### config.mk
export PLATFORM = sky130hd
export DESIGN_NAME = ipm_distributed_fifo_v1_0
export DESIGN_NICKNAME = d
export VERILOG_FILES = /design/src/rtl/ipm_distributed_fifo_v1_0.sv
export SDC_FILE = /design/constraint.sdc
export NUM_CORES = 1
export LEC_CHECK = 0
export ABC_AREA = 1
export BUFFER_PORTS_ARGS = -buffer_cell sky130_fd_sc_hd__buf_2
export CORE_UTILIZATION = 61
export CTS_CLUSTER_DIAMETER = 30
export CTS_CLUSTER_SIZE = 12
export DETAILED_ROUTE_END_ITERATION = 10
export GPL_TIMING_DRIVEN = 0
export PLACE_DENSITY = 0.9
export SKIP_LAST_GASP = 1
export SYNTH_ARGS = -nofsm -noshare
export SYNTH_HDL_FRONTEND = slang
export SYNTH_SLANG_ARGS = --single-unit
### constraint.sdc
create_clock -name clk -period 3.16 [get_ports clk]
set_input_delay 0.632 -clock clk [delete_from_list [all_inputs] [get_ports clk]]
set_output_delay 0.632 -clock clk [all_outputs]
set_load 0.02 [all_outputs]
### src/rtl/ipm_distributed_fifo_v1_0.sv
// Single-clock FIFO on distributed RAM with occupancy count, almost flags,
// overflow/underflow pulses and a selectable first-word-fall-through read port.
module ipm_distributed_fifo_v1_0 #(
    parameter int ADDR_WIDTH       = 4,
    parameter int DATA_WIDTH       = 16,
    parameter int FWFT             = 0,
    parameter int ALMOST_FULL_NUM  = 2**ADDR_WIDTH - 2,
    parameter int ALMOST_EMPTY_NUM = 2
) (
    input  logic                  clk,
    input  logic                  rst,
    input  logic                  wr_en,
    input  logic [DATA_WIDTH-1:0] wr_data,
    input  logic                  rd_en,
    output logic [DATA_WIDTH-1:0] rd_data,
    output logic                  full,
    output logic                  almost_full,
    output logic                  empty,
    output logic                  almost_empty,
    output logic [ADDR_WIDTH:0]   data_count,
    output logic                  overflow,
    output logic                  underflow
);

    localparam int D = 2**ADDR_WIDTH;
    localparam logic [ADDR_WIDTH:0] DEPTH = {1'b1, {ADDR_WIDTH{1'b0}}};
    localparam logic [ADDR_WIDTH:0] AF_TH = (ADDR_WIDTH+1)'(ALMOST_FULL_NUM);
    localparam logic [ADDR_WIDTH:0] AE_TH = (ADDR_WIDTH+1)'(ALMOST_EMPTY_NUM);

    logic [DATA_WIDTH-1:0] mem [D];
    logic [ADDR_WIDTH:0]   wr_ptr;
    logic [ADDR_WIDTH:0]   rd_ptr;
    logic [ADDR_WIDTH:0]   count_next;
    logic                  wr_acc;
    logic                  rd_acc;

    // Acceptance uses the flags registered before this edge, so a full FIFO
    // rejects a write even when a read frees a slot in the same cycle.
    assign wr_acc = wr_en && !full;
    assign rd_acc = rd_en && !empty;

    always_comb begin
        count_next = data_count
                   + {{ADDR_WIDTH{1'b0}}, wr_acc}
                   - {{ADDR_WIDTH{1'b0}}, rd_acc};
    end

    always_ff @(posedge clk) begin
        if (wr_acc && !rst) begin
            mem[wr_ptr[ADDR_WIDTH-1:0]] <= wr_data;
        end
    end

    always_ff @(posedge clk) begin
        if (rst) begin
            wr_ptr       <= '0;
            rd_ptr       <= '0;
            data_count   <= '0;
            full         <= 1'b0;
            almost_full  <= 1'b0;
            empty        <= 1'b1;
            almost_empty <= 1'b1;
            overflow     <= 1'b0;
            underflow    <= 1'b0;
        end else begin
            if (wr_acc) wr_ptr <= wr_ptr + 1'b1;
            if (rd_acc) rd_ptr <= rd_ptr + 1'b1;
            data_count   <= count_next;
            full         <= (count_next == DEPTH);
            almost_full  <= (count_next >= AF_TH);
            empty        <= (count_next == '0);
            almost_empty <= (count_next <= AE_TH);
            overflow     <= wr_en && full;
            underflow    <= rd_en && empty;
        end
    end

    generate
        if (FWFT != 0) begin : g_fwft
            // Head word is shown directly; zero while nothing is stored.
            assign rd_data = empty ? '0 : mem[rd_ptr[ADDR_WIDTH-1:0]];
        end else begin : g_std
            logic [DATA_WIDTH-1:0] rd_q;
            always_ff @(posedge clk) begin
                if (rst) begin
                    rd_q <= '0;
                end else if (rd_acc) begin
                    rd_q <= mem[rd_ptr[ADDR_WIDTH-1:0]];
                end
            end
            assign rd_data = rd_q;
        end
    endgenerate

endmodule

==> flow_summary.json <==
{
  "wl_met2_mm": 15.3,
  "setup_tns_ps": 0,
  "drv_cap": 0,
  "ctsLongestPathBuffers": 3,
  "yosysSeqAreaShare_pct": 71.1,
  "rows": 50,
  "min-delay-start": "wr_en",
  "syn-cell-area_um2": 11800,
  "die_y_um": 141,
  "route.antenna.remaining_nets": 0,
  "critPathLaunchType": "flip-flop",
  "port_buffers": 45,
  "fp.dieArea_um2": 19900,
  "cp-startpoint": "empty",
  "layout-drive-gt1-share_pct": 13.7,
  "top_layer": "met4",
  "syn_to_final_growth_pct": 17.3,
  "fmax_mhz": 343,
  "wl_met1_mm": 10.5,
  "ctsResizeCount": 0,
  "p_sw_share_pct": 29.5,
  "htree_levels": 2,
  "fp.dieW_um": 141,
  "worstSetupEndpointType": "flip-flop",
  "clkTransAtPathRegs_ps": 60,
  "ys_ff_latch": 291,
  "worst_pin_slew_ps": 1130,
  "timing.rr.start": "empty",
  "wirelength_mm": 31.2,
  "place.gp.congestion": 0.897,
  "core_area_um2": 18800,
  "vias_per_cell": 6.02,
  "avgSynthCellArea_um2": 10.9,
  "power.share.clock_pct": 41.2,
  "hold_class": "in -> reg",
  "relSlewSlack_pct": 24.7,
  "hold_violations": 0,
  "arrival_ps": 3320,
  "cts_setup_buffers": 0,
  "synth_cell_types": 20,
  "reg2reg_depth": 13,
  "synth_cells": 1087,
  "rsz0062_at_grt": "false",
  "final.min_clock_period_ps": 2920,
  "required_ps": 3560,
  "grt_usage_pct": 32.2,
  "clock_skew_ps": 22.2,
  "power.share.combinational_pct": 19.4,
  "drt-initial-drc-count": 1228,
  "n_antenna_cell": 0,
  "grt_pass1_wl_mm": 47.3,
  "worstSetupPathType": "reg -> reg",
  "sequentialPowerShare_pct": 39.3,
  "num_vias": 8862,
  "cellPowerDensity_nw_per_um2": 817,
  "dp_hpwl_mm": 18.9,
  "yosysWarnings": 0,
  "worstSkewPairLatency_ps": 530,
  "p_leak_nw": 5.47,
  "start_util_pct": 62.7,
  "setup_viol": 0,
  "grt_max_degree": 17,
  "grt-ovfl-total": 0,
  "cell_internal_pwr_mw": 7.98,
  "cts_root_buf": "clkbuf_16",
  "num_io_pins": 47,
  "syn_nets": 1118,
  "drcViolationCount": 0,
  "clkSinkCount": 291,
  "hold_buffers": 0,
  "hold_depth": 3,
  "p_sw_mw": 3.33,
  "cts_tree": "built",
  "timing.hold.ws_ps": 348,
  "antenna_found_initial": 0,
  "status": "finished, final reports clean",
  "final_nets": 1210,
  "max-vdd-ir-drop_mv": 0.593,
  "grt_pass1_vias": 8805,
  "dr.pass1.iters": 6,
  "drv_slew": 0,
  "routedWlPerCell_um": 21.2,
  "dr_wl_met3_mm": 3.71,
  "numCtsBuffers": 43,
  "worstPathMaxFanout": 18,
  "finalCritPeriodShare_pct": 92.3
}
-- path summary, 6_finish.rpt --
check | slack (ps) | end
hold reg to reg | 470 | underflow
setup / recovery | 240 | almost_full
setup reg to reg | 240 | almost_full
hold / removal | 350 | overflow
-- sequential cells by signal, summed over array words and instances (netlist names) --
register and flops:
wr_ptr 4, data_count 5, full 1, almost_full 1, almost_empty 1, rd_data 16
empty 1, overflow 1, underflow 1, mem 256, rd_ptr 4
-- logic make-up after synthesis --
logic type                 share of synthesized area, %
AOI/OAI and AO/OA                                 0.636
xor gates and xnor gates                          0.297
adders and majority gates                          1.23
buffers and inverters                              3.85
DFF                                                71.1
and+or+nand+nor                                    22.9
-- area by class of cell --
class,instances,area (um2)
Fill cell,1095,4980
Tap cell,260,325
Inverter,51,195
Clock buffer,50,1100
Sequential cell,291,8390
Multi-Input combinational cell,689,3000
Buffer,55,259
Timing Repair Buffer,48,270
Clock inverter,27,307
-- stage by stage --
| step | area [um2] | util (%) | power, mW | worst slack, ps | std cells |
|---|---|---|---|---|---|
| 2_1_floorplan | 11800 | - | 5.89 | 436 | 1087 |
| 3_3_place_gp | 12400 | 65.6 | 6.47 | -96.9 | 1392 |
| 5_1_grt | 13800 | 73.5 | 11.7 | 99.7 | 1471 |
| 3_5_place_dp | 12400 | 65.9 | 6.58 | -130 | 1394 |
| 6_report | 13800 | 73.5 | 11.3 | 242 | 1471 |
| 4_1_cts | 13800 | 73.4 | 11.2 | 125 | 1471 |
-- placed cells by master (no fill, tap or decap) --
master / count
a21oi_1: 10
buf_1: 5
buf_2: 78
buf_4: 3
buf_8: 3
bufinv_16: 6
clkbuf_1: 21
clkbuf_16: 43
clkinv_1: 8
clkinv_2: 6
clkinv_4: 3
clkinvlp_4: 3
dfxtp_1: 35
edfxtp_1: 256
fa_1: 1
ha_1: 10
inv_1: 46
inv_2: 3
inv_6: 2
inv_8: 1
nand2_1: 411
nand3_1: 181
nor2_1: 47
nor2_2: 15
nor3_1: 4
nor4_1: 1
o21ai_0: 5
xnor2_1: 3
xor2_1: 1
-- per-layer routing --
metal  global-route usage, %  up-vias
li1                        -     3859
met1                    38.7     4111
met2                    54.0      733
met3                    6.79      159
met4                    18.8        0
met5                       0        -
-- worst max-delay path, stage by stage (launching register included) --
cell and delay (ps):
dfxtp_1 340, inv_1 50, nand2_1 210, clkinvlp_4 400
ha_1 420, inv_1 40, ha_1 200, fa_1 460
nand3_1 140, nand2_1 80, xnor2_1 180, nor2_1 100
inv_1 110, o21ai_0 80
-- Yosys cell counts (all sizes together) --
master	number	area share (%)
nand2	411	13
xnor2	3	0.22
o21ai	5	0.21
nor4	1	0.053
buf	41	1.7
nor2	62	2.0
xor2	1	0.074
clkbuf	15	0.48
ha	10	1.1
fa	1	0.17
nand3	181	7.7
clkinv	2	0.064
dfxtp	35	5.9
a21oi	10	0.42
edfxtp	256	65
inv	49	1.6
nor3	4	0.17
-- power by group through the flow --
stage / Sequential [mW] / Clock [mW] / Combinational [mW]
detailed placement: 4.52 / 0 / 2.06
CTS: 4.45 / 4.66 / 2.14
floorplan: 4.63 / 0 / 1.26
finish: 4.45 / 4.66 / 2.20
global route: 4.46 / 4.84 / 2.38
global placement: 4.51 / 0 / 1.96
(Power assumes the default switching activity.)
